$ cat src/rtl/uart_pkg.sv
// Shared types and constants for the UART frame controller.
package uart_pkg;

    localparam logic [7:0] SYNC_BYTE_DEF = 8'hA5;

    typedef enum logic [2:0] {
        ST_IDLE    = 3'd0,
        ST_ADDR    = 3'd1,
        ST_LEN     = 3'd2,
        ST_PAYLOAD = 3'd3,
        ST_CHK     = 3'd4,
        ST_COMMIT  = 3'd5
    } state_t;

    typedef logic [1:0] err_code_t;

    localparam err_code_t ERR_CHK     = 2'd0;
    localparam err_code_t ERR_LEN     = 2'd1;
    localparam err_code_t ERR_TIMEOUT = 2'd2;
    localparam err_code_t ERR_OVERRUN = 2'd3;

    // One register-bus write beat.
    typedef struct packed {
        logic [7:0] addr;
        logic [7:0] data;
    } wr_req_t;

endpackage

$ cat src/rtl/uart_rx_frame_ctrl_if.sv
// Byte stream in, register-write bus and status out.
interface uart_rx_frame_ctrl_if;
    import uart_pkg::*;

    logic       rx_valid;
    logic [7:0] rx_data;
    logic       wr_valid;
    logic       wr_ready;
    logic [7:0] wr_addr;
    logic [7:0] wr_data;
    logic       frame_done;
    logic       frame_err;
    err_code_t  err_code;
    logic       busy;

    // Controller side.
    modport master (
        input  rx_valid, rx_data, wr_ready,
        output wr_valid, wr_addr, wr_data, frame_done, frame_err, err_code, busy
    );

    // Receiver / register bus / host side.
    modport slave (
        output rx_valid, rx_data, wr_ready,
        input  wr_valid, wr_addr, wr_data, frame_done, frame_err, err_code, busy
    );
endinterface

$ cat src/rtl/uart_frame_buf.sv
// Payload buffer: one synchronous write port, one asynchronous read port.
module uart_frame_buf #(
    parameter int unsigned DEPTH  = 16,
    parameter int unsigned ADDR_W = 4
) (
    input  logic              clk,
    input  logic              we,
    input  logic [ADDR_W-1:0] waddr,
    input  logic [7:0]        wdata,
    input  logic [ADDR_W-1:0] raddr,
    output logic [7:0]        rdata_c
);

    logic [7:0] mem [DEPTH];

    // Store payload bytes; contents survive reset.
    always_ff @(posedge clk) begin
        if (we) begin
            mem[waddr] <= wdata;
        end
    end

    assign rdata_c = mem[raddr];

endmodule

$ cat src/rtl/uart_rx_frame_ctrl.sv
// Parses SYNC/ADDR/LEN/payload/CHK frames and commits payload to the register bus.
module uart_rx_frame_ctrl
    import uart_pkg::*;
#(
    parameter int unsigned MAX_LEN      = 16,
    parameter int unsigned TIMEOUT_CLKS = 20800,
    parameter logic [7:0]  SYNC_BYTE    = SYNC_BYTE_DEF
) (
    input  logic                 clk,
    input  logic                 rst,
    uart_rx_frame_ctrl_if.master bus
);

    localparam int unsigned IDX_W  = $clog2(MAX_LEN + 1);
    localparam int unsigned TMR_W  = $clog2(TIMEOUT_CLKS + 1);
    localparam int unsigned BUF_AW = (MAX_LEN > 1) ? $clog2(MAX_LEN) : 1;
    localparam logic [TMR_W-1:0] TMR_LAST  = TMR_W'(TIMEOUT_CLKS - 1);
    localparam logic [7:0]       MAX_LEN_B = 8'(MAX_LEN);

    state_t             state_q, state_d;
    logic [TMR_W-1:0]   timer_q, timer_d;
    logic [IDX_W-1:0]   idx_q, idx_d;
    logic [IDX_W-1:0]   cptr_q, cptr_d;
    logic [IDX_W-1:0]   len_q, len_d;
    logic [7:0]         base_q, base_d;
    logic [7:0]         chk_q, chk_d;
    logic               pend_ovr_q, pend_ovr_d;
    logic               wr_valid_q, wr_valid_d;
    wr_req_t            wr_req_q, wr_req_d;
    logic               frame_done_q, frame_done_d;
    logic               frame_err_q, frame_err_d;
    err_code_t          err_code_q, err_code_d;
    logic               busy_q, busy_d;

    logic               timed_c;
    logic               tmo_c;
    logic               hs_c;
    logic               buf_we_c;
    logic [BUF_AW-1:0]  buf_raddr_c;
    logic [7:0]         buf_rdata_c;

    uart_frame_buf #(
        .DEPTH  (MAX_LEN),
        .ADDR_W (BUF_AW)
    ) u_buf (
        .clk     (clk),
        .we      (buf_we_c),
        .waddr   (BUF_AW'(idx_q)),
        .wdata   (bus.rx_data),
        .raddr   (buf_raddr_c),
        .rdata_c (buf_rdata_c)
    );

    assign timed_c = (state_q == ST_ADDR) || (state_q == ST_LEN) ||
                     (state_q == ST_PAYLOAD) || (state_q == ST_CHK);
    assign tmo_c   = timed_c && !bus.rx_valid && (timer_q == TMR_LAST);
    assign hs_c    = wr_valid_q && bus.wr_ready;

    // Read the entry the next write beat will carry (entry 0 when entering commit).
    assign buf_raddr_c = (state_q == ST_COMMIT) ? BUF_AW'(cptr_q + IDX_W'(1)) : '0;

    // Next-state and registered-output computation.
    always_comb begin
        state_d      = state_q;
        timer_d      = '0;
        idx_d        = idx_q;
        cptr_d       = cptr_q;
        len_d        = len_q;
        base_d       = base_q;
        chk_d        = chk_q;
        pend_ovr_d   = pend_ovr_q;
        wr_valid_d   = wr_valid_q;
        wr_req_d     = wr_req_q;
        frame_done_d = 1'b0;
        frame_err_d  = 1'b0;
        err_code_d   = err_code_q;
        buf_we_c     = 1'b0;

        if (timed_c && !bus.rx_valid) begin
            timer_d = timer_q + TMR_W'(1);
        end

        case (state_q)
            ST_IDLE: begin
                // Overrun that collided with the final commit beat is reported now.
                if (pend_ovr_q) begin
                    frame_err_d = 1'b1;
                    err_code_d  = ERR_OVERRUN;
                    pend_ovr_d  = 1'b0;
                end
                if (bus.rx_valid && (bus.rx_data == SYNC_BYTE)) begin
                    state_d = ST_ADDR;
                end
            end

            ST_ADDR: begin
                if (bus.rx_valid) begin
                    base_d  = bus.rx_data;
                    chk_d   = bus.rx_data;
                    state_d = ST_LEN;
                end
            end

            ST_LEN: begin
                if (bus.rx_valid) begin
                    chk_d = chk_q ^ bus.rx_data;
                    if (bus.rx_data > MAX_LEN_B) begin
                        frame_err_d = 1'b1;
                        err_code_d  = ERR_LEN;
                        state_d     = ST_IDLE;
                    end else begin
                        len_d   = IDX_W'(bus.rx_data);
                        idx_d   = '0;
                        state_d = (bus.rx_data == 8'h00) ? ST_CHK : ST_PAYLOAD;
                    end
                end
            end

            ST_PAYLOAD: begin
                if (bus.rx_valid) begin
                    buf_we_c = 1'b1;
                    chk_d    = chk_q ^ bus.rx_data;
                    idx_d    = idx_q + IDX_W'(1);
                    if (idx_d == len_q) begin
                        state_d = ST_CHK;
                    end
                end
            end

            ST_CHK: begin
                if (bus.rx_valid) begin
                    if (bus.rx_data != chk_q) begin
                        frame_err_d = 1'b1;
                        err_code_d  = ERR_CHK;
                        state_d     = ST_IDLE;
                    end else if (len_q == '0) begin
                        frame_done_d = 1'b1;
                        state_d      = ST_IDLE;
                    end else begin
                        cptr_d        = '0;
                        wr_valid_d    = 1'b1;
                        wr_req_d.addr = base_q;
                        wr_req_d.data = buf_rdata_c;
                        state_d       = ST_COMMIT;
                    end
                end
            end

            ST_COMMIT: begin
                if (hs_c) begin
                    if (cptr_q == (len_q - IDX_W'(1))) begin
                        wr_valid_d   = 1'b0;
                        frame_done_d = 1'b1;
                        state_d      = ST_IDLE;
                    end else begin
                        cptr_d        = cptr_q + IDX_W'(1);
                        wr_req_d.addr = base_q + 8'(cptr_d);
                        wr_req_d.data = buf_rdata_c;
                    end
                end
                // No backpressure to the receiver: the byte is lost.
                if (bus.rx_valid) begin
                    if (frame_done_d) begin
                        pend_ovr_d = 1'b1;
                    end else begin
                        frame_err_d = 1'b1;
                        err_code_d  = ERR_OVERRUN;
                    end
                end
            end

            default: begin
                state_d = ST_IDLE;
            end
        endcase

        // Expiry only fires when no byte arrived this cycle.
        if (tmo_c) begin
            frame_err_d = 1'b1;
            err_code_d  = ERR_TIMEOUT;
            state_d     = ST_IDLE;
            timer_d     = '0;
        end
    end

    assign busy_d = (state_d != ST_IDLE);

    // State and output registers with synchronous reset.
    always_ff @(posedge clk) begin
        if (rst) begin
            state_q      <= ST_IDLE;
            timer_q      <= '0;
            idx_q        <= '0;
            cptr_q       <= '0;
            len_q        <= '0;
            base_q       <= '0;
            chk_q        <= '0;
            pend_ovr_q   <= 1'b0;
            wr_valid_q   <= 1'b0;
            wr_req_q     <= '0;
            frame_done_q <= 1'b0;
            frame_err_q  <= 1'b0;
            err_code_q   <= ERR_CHK;
            busy_q       <= 1'b0;
        end else begin
            state_q      <= state_d;
            timer_q      <= timer_d;
            idx_q        <= idx_d;
            cptr_q       <= cptr_d;
            len_q        <= len_d;
            base_q       <= base_d;
            chk_q        <= chk_d;
            pend_ovr_q   <= pend_ovr_d;
            wr_valid_q   <= wr_valid_d;
            wr_req_q     <= wr_req_d;
            frame_done_q <= frame_done_d;
            frame_err_q  <= frame_err_d;
            err_code_q   <= err_code_d;
            busy_q       <= busy_d;
        end
    end

    assign bus.wr_valid   = wr_valid_q;
    assign bus.wr_addr    = wr_req_q.addr;
    assign bus.wr_data    = wr_req_q.data;
    assign bus.frame_done = frame_done_q;
    assign bus.frame_err  = frame_err_q;
    assign bus.err_code   = err_code_q;
    assign bus.busy       = busy_q;

endmodule
$ cat src/flat_wrapper.sv
// flat-port wrapper written by rule: the top's interface ports become plain ports
module uart_rx_frame_ctrl_flat import uart_pkg::*;
#(
    parameter int unsigned MAX_LEN      = 16,
    parameter int unsigned TIMEOUT_CLKS = 20800,
    parameter logic [7:0]  SYNC_BYTE    = SYNC_BYTE_DEF
)
  (clk, rst, bus_rx_valid, bus_rx_data, bus_wr_ready, bus_wr_valid, bus_wr_addr, bus_wr_data, bus_frame_done, bus_frame_err, bus_err_code, bus_busy);
  uart_rx_frame_ctrl_if bus_i ();
  input  logic clk;
  input  logic rst;
  input wire logic [$bits(bus_i.rx_valid)-1:0] bus_rx_valid;
  input wire logic [$bits(bus_i.rx_data)-1:0] bus_rx_data;
  input wire logic [$bits(bus_i.wr_ready)-1:0] bus_wr_ready;
  output wire logic [$bits(bus_i.wr_valid)-1:0] bus_wr_valid;
  output wire logic [$bits(bus_i.wr_addr)-1:0] bus_wr_addr;
  output wire logic [$bits(bus_i.wr_data)-1:0] bus_wr_data;
  output wire logic [$bits(bus_i.frame_done)-1:0] bus_frame_done;
  output wire logic [$bits(bus_i.frame_err)-1:0] bus_frame_err;
  output wire logic [$bits(bus_i.err_code)-1:0] bus_err_code;
  output wire logic [$bits(bus_i.busy)-1:0] bus_busy;
  assign bus_i.rx_valid = bus_rx_valid;
  assign bus_i.rx_data = bus_rx_data;
  assign bus_i.wr_ready = bus_wr_ready;
  assign bus_wr_valid = bus_i.wr_valid;
  assign bus_wr_addr = bus_i.wr_addr;
  assign bus_wr_data = bus_i.wr_data;
  assign bus_frame_done = bus_i.frame_done;
  assign bus_frame_err = bus_i.frame_err;
  assign bus_err_code = bus_i.err_code;
  assign bus_busy = bus_i.busy;
  uart_rx_frame_ctrl #(.MAX_LEN(MAX_LEN), .TIMEOUT_CLKS(TIMEOUT_CLKS), .SYNC_BYTE(SYNC_BYTE)) u_core (.clk(clk), .rst(rst), .bus(bus_i));
endmodule
$ cat config.mk
export PLATFORM = sky130hd
export DESIGN_NAME = uart_rx_frame_ctrl_flat
export DESIGN_NICKNAME = d
export VERILOG_FILES = /design/src/rtl/uart_pkg.sv /design/src/rtl/uart_rx_frame_ctrl_if.sv /design/src/rtl/uart_frame_buf.sv /design/src/rtl/uart_rx_frame_ctrl.sv /design/src/flat_wrapper.sv
export SDC_FILE = /design/constraint.sdc
export NUM_CORES = 1
export LEC_CHECK = 0
export CORE_ASPECT_RATIO = 0.7
export CORE_MARGIN = 2
export CORE_UTILIZATION = 60
export CTS_CLUSTER_DIAMETER = 40
export DETAILED_ROUTE_END_ITERATION = 8
export HOLD_SLACK_MARGIN = 0.15
export PLACE_DENSITY = 0.75
export SYNTH_ARGS = -nofsm -noshare
export SYNTH_HDL_FRONTEND = slang
export SYNTH_HIERARCHICAL = 1
export SYNTH_SLANG_ARGS = --single-unit
$ cat constraint.sdc
create_clock -name clk -period 4 [get_ports clk]
set_input_delay 0.8 -clock clk [delete_from_list [all_inputs] [get_ports clk]]
set_output_delay 0.8 -clock clk [all_outputs]
set_load 0.02 [all_outputs]
# Word-level counts from Yosys, hierarchy flattened
# Memories as Yosys holds them, arrays and structs flattened.
# Cells that the tools add are included.
# totals
regBits,72
memories,1
wordCells,162
ramBits,128
# op_classes
n_reduce_logical,30
mux,72
n_eq_ne,34
addsub,5
order_cmp,1
bitwise_logic,3
# memory_table
memory,depth,word_bits,rd,rd_ports_with_merged_regs,wr,line_no,rtl
u_core.u_buf.mem,16,8,1,0,1,uart_frame_buf.sv:14,logic [7:0] mem [DEPTH];
# op_table
op,n
2-to-1 mux 16 bit,5
2-to-1 mux 5 bit,8
2-to-1 mux 3 bit,13
case mux 16 bit (2 select lines),1
"inequality test 2 bit, second input constant",14
2-to-1 mux 1 bit,25
case mux 5 bit (2 select lines),2
"inequality test 3 x 2 -> 1 bit, second input constant",6
case mux 3 bit (6 select lines),1
2-to-1 mux 2 bit,8
2-to-1 mux 8 bit,2
case mux 8 bit (2 select lines),1
AND reduction 8 bit,2
"adder 15 x 1 -> 15 bit, second input constant",1
"== test 15 bit, second input constant",1
AND reduction 6 bit,2
"adder 5 x 1 -> 5 bit, second input constant",2
== test 5 bit,2
AND reduction 3 bit,3
adder 8 x 5 -> 8 bit,1
"== test 8 bit, second input constant",1
"> comparator 8 x 5 -> 1 bit, second input constant",1
logical NOT 8 bit,1
inequality test 8 bit,1
25 further kinds,41

# Depth between registers and ports, before layout
# depth
depth_word,9
ltp_mapped,11
depth_no_buf,9

# Modules after synthesis
# Netlist, hierarchy kept.
# by_module_without_submodules
module,area_per_inst_um2,cells_per_inst,seq_area_each_um2,instances
uart_frame_buf,4987.3,221,3843.7,1
uart_rx_frame_ctrl,4229.1,491,1441.4,1

# Worst setup path after synthesis
# Ideal clock, no wire load.
# synth_timing
path_type,input to register
startpoint,in bus_rx_valid
endpoint,"mem u_core.u_buf.mem[0][0], enable pin"
n_path_buf,1
slack_ns,1.310
path_stages,5
setup_time_ns,0.383
t_required_ns,3.617
t_arrival_ns,2.306
path_cell_list,buf_2 -> nand3_1 -> inv_1 -> or3b_2 -> nor3_1
# synth_via
elab_chain_len,4
# synth_rtl
element,line_no,rtl
start: declaration,flat_wrapper.sv:12,input wire logic [$bits(bus_i.rx_valid)-1:0] bus_rx_valid;
2-to-1 mux 1 bit,uart_rx_frame_ctrl.sv:120,if (bus.rx_valid) begin
2-to-1 mux 1 bit,uart_rx_frame_ctrl.sv:83,case (state_q)
named net u_core.buf_we_c,uart_rx_frame_ctrl.sv:38,logic buf_we_c;
2-to-1 mux 1 bit,uart_frame_buf.sv:18,if (we) begin
2-to-1 mux 1 bit (not written as such),uart_frame_buf.sv:19,mem[waddr] <= wdata;
end: declaration,uart_frame_buf.sv:14,
# The timed path passes the listed nets, and every way through them passes these cells.

# Final worst setup path
# layout_timing
startpoint,reg u_core.state_q[2]
endpoint,reg u_core.wr_req_q (netlist bit u_core/bus.wr_data[6])
# layout_via
elab_chain_len,7
# layout_rtl
element,line_no,rtl
start: declaration,uart_rx_frame_ctrl.sv:20,"state_t state_q, state_d;"
start signal: assignment,uart_rx_frame_ctrl.sv:206,state_q <= state_d;
== test 3 bit (*),uart_rx_frame_ctrl.sv:60,assign buf_raddr_c = (state_q == ST_COMMIT) ? BUF_AW'(cptr_q + IDX_W'(1)) : '0;
2-to-1 mux 4 bit (*),uart_rx_frame_ctrl.sv:60,
named net u_core.buf_raddr_c[0],uart_rx_frame_ctrl.sv:39,logic [BUF_AW-1:0] buf_raddr_c;
memory read (16 x 8 bit) (*),-,
named net u_core.buf_rdata_c[6],uart_rx_frame_ctrl.sv:40,logic [7:0] buf_rdata_c;
2-to-1 mux 16 bit,uart_rx_frame_ctrl.sv:136,end else if (len_q == '0) begin
2-to-1 mux 16 bit,uart_rx_frame_ctrl.sv:132,if (bus.rx_data != chk_q) begin
2-to-1 mux 16 bit,uart_rx_frame_ctrl.sv:131,if (bus.rx_valid) begin
case mux 16 bit (2 select lines) (*),uart_rx_frame_ctrl.sv:83,
end signal: assignment,uart_rx_frame_ctrl.sv:215,wr_req_q <= wr_req_d;
end: declaration,uart_rx_frame_ctrl.sv:29,"wr_req_t wr_req_q, wr_req_d;"
# Mark *: on every way through the listed nets, which the timed path passes. The rest lies on a longest branch. The select of a mux whose other input is x is not followed.
# A chain may end at the register's enable or synchronous reset.

==> flow_summary_export.csv <==
group,metric,value,unit
outcome,status,"complete, no violations",
synth,yosys_warnings,6,
die,die_w,152,µm
sta,slew_viol_final,0,
drt,wl_per_cell,21.6,µm
synth,synth.area.top_cells,"edfxtp_1 42%, dfxtp_1 16%, mux4_2 4.4%",
cts,ctsHoldBuffers,0,
placed_design,place.gp.congestion,0.911,
die,rows,37,
worst_setup_path,end_kind,"flop",
synth,yosys_register_bits,200,
synth,synth_top_cell_by_area,"edfxtp_1",
job,drv_cap,0,
layout,nNetsFinal,779,
die,die-area,16400,µm²
drt,drt_iter0_markers,636,
global_routing,antenna_found_initial,0,
sta,rsz0062_at_grt,"false",
cts,clk-insertion-delay-late,440,ps
cts,h-tree-depth,4,
synth,synth_nets,734,
worst_setup_path,startpoint_type,"flop",
power_and_ir_drop,p_leak,3.53,nW
worst_setup_path,cp-startpoint,"u_core/state_q[2]",
layout,multi_input_area,3630,µm²
cts,clockRootBuffer,"clkbuf_16",
sta,min_period,3450,ps
cts,cts_setup_buffers,0,
synth,ys_seq_area_frac,0.573,
power_and_ir_drop,p_per_area,397,nW/µm²
layout,register_area,5290,µm²
worst_setup_path,critPathRequiredTime,4320,ps
placed_design,io_buffers,33,
synth,async_flop_share,0,
power_and_ir_drop,finalPower,4.14,mW
synth,yosysTopAreaCellShare,0.417,
worst_setup_path,path_max_fanout,15,
layout,area_delta_synth_final,13.0,%
sta,setup_tns,0,ps
synth,syn_inst,712,
sta,tightest_slew,812,ps
drt,wl,20.9,mm
drt,dr.pass1.iters,5,
placed_design,dp_hpwl,14.3,mm
die,die_h,108,µm
cts,cts_tree,"done",
layout,fillers,1009,
hold_path,hold_start,"u_core/bus.wr_data[4]",
global_routing,gr-total-overflow,0,
power_and_ir_drop,max-vdd-ir-drop,0.000295,V
synth,syn_avg_cell_area,12.9,µm²
global_routing,grt_pass1_vias,5947,
worst_setup_path,worstSetupPathType,"flop to flop",
sta,finalWorstSetupSlack,547,ps
sta,fmaxAchievable,290,MHz
cts,cts_buffer_depth,2,
sta,finalCritPeriodShare,0.863,
global_routing,groute.usage.overall,0.267,
drt,postRouteAntennaNets,0,
drt,drc,0,
layout,fin_util,0.701,
layout,diodes,0,
hold_path,hold_path_class,"flop to flop",
die,start_util,0.620,
worst_setup_path,regToRegStartpoint,"u_core/state_q[2]",
layout,drive_above_1_share,0.142,
sta,hold_violations,0,
cts,cts_inserted_buffers,17,
synth,synth_common_cells,"128 x edfxtp_1, 82 x nand2_1, 72 x dfxtp_1",
cts,clk_pin_slew,70,ps
sta,finalSetupViolations,0,
sta,final.setup_skew,8.41,ps
sta,slew_headroom,0.456,
global_routing,grt_pass1_wl,32.7,mm
drt,vias,6129,
sta,hold_slack,456,ps
synth,synth.distinct_cells,81,
cts,clock-sinks,200,
synth,syn-cell-area,9220,µm²
placed_design,post-place-ws,634,ps
global_routing,grt_max_degree,33,
synth,yosysMostFrequentCell,"edfxtp_1",
worst_setup_path,critPathArrivalTime,3770,ps
die,num_io_pins,34,
die,core,14900,µm²
synth,ys.flop_type,"edfxtp_1",
drt,vias_per_cell,6.35,
cts,post_cts_resized,0,
synth,synth_edf_count,128,
## registers in the layout, summed over array words and instances, names as in the netlist, 8 cells and up
register	count
u_core/base_q	8
u_core/bus.wr_addr	8
u_core/bus.wr_data	8
u_core/chk_q	8
u_core/timer_q	15
u_core/u_buf/mem	128
## per-stage QoR
step	instance area, µm²	instances
6_report	10400	965
5_1_grt	10400	965
4_1_cts	10400	965
3_5_place_dp	9800	933
3_3_place_gp	9800	933
2_1_floorplan	9220	712
## cell families after synthesis
group / share of synthesized area
and+or+nand+nor: 0.142
DFF: 0.573
AOI/OAI and AO/OA: 0.0854
buffers and inverters: 0.0335
muxes: 0.102
xor gates and xnor gates: 0.0500
adders and majority gates: 0.0144
## final cells by class
type                    count  area share
clock inverters            15      0.0183
repair buffers             65      0.0560
flip-flops and latches    200       0.507
multi-input cells         458       0.349
inverters                  15     0.00541
well taps                 195      0.0234
clock buffers              17      0.0408
## layout by cell type, fill, tap and decap left out, types with 6 or more instances in the layout
master,n
a21oi_1,21
and3_1,9
mux4_2,18
and2_1,6
nand3_1,8
xor2_1,13
nor2b_1,12
dfxtp_1,72
a311oi_1,8
a31oi_1,7
nand3b_1,9
mux2i_1,14
ha_1,9
a22oi_1,17
nor2_1,61
o21ai_0,10
clkdlybuf4s50_1,33
mux4_1,14
buf_4,31
xnor2_1,24
nand2_1,82
nand4_1,8
nor3_1,13
clkbuf_16,17
inv_1,15
nand2b_1,7
edfxtp_1,128
## final timing paths
kind / end / slack, ps / cells after the start
worst max-delay path: u_core/bus.wr_data[6] / 550 / 9
worst min-delay path: u_core/bus.wr_data[4] / 460 / 2
worst max register to register: u_core/bus.wr_data[6] / 550 / 9
worst min register to register: u_core/bus.wr_data[4] / 460 / 2
## where the power goes
part	switching [mW]	internal, mW
sequential	0.00938	2.20
clock	0.781	0.999
combinational	0.0967	0.0528
## metal layers
metal	global-route usage	routed length, µm	share of wire	vias to the layer above
met4	0.0834	324	0.016	0
met2	0.418	9760	0.47	271
met5	0	0	0	-
met3	0.0592	1600	0.077	31
met1	0.377	9180	0.44	3051
li1	-	-	-	2776
## critical path, cell delays in order, from the launching register on
cell and delay (ps):
dfxtp_1 630, nor2b_1 390, nand2_1 400, nor2_4 440
buf_4 310, mux4_2 520, a22oi_1 340, nand2_1 110
nand2_1 80, mux2i_1 100
(Power assumes the default switching activity.)
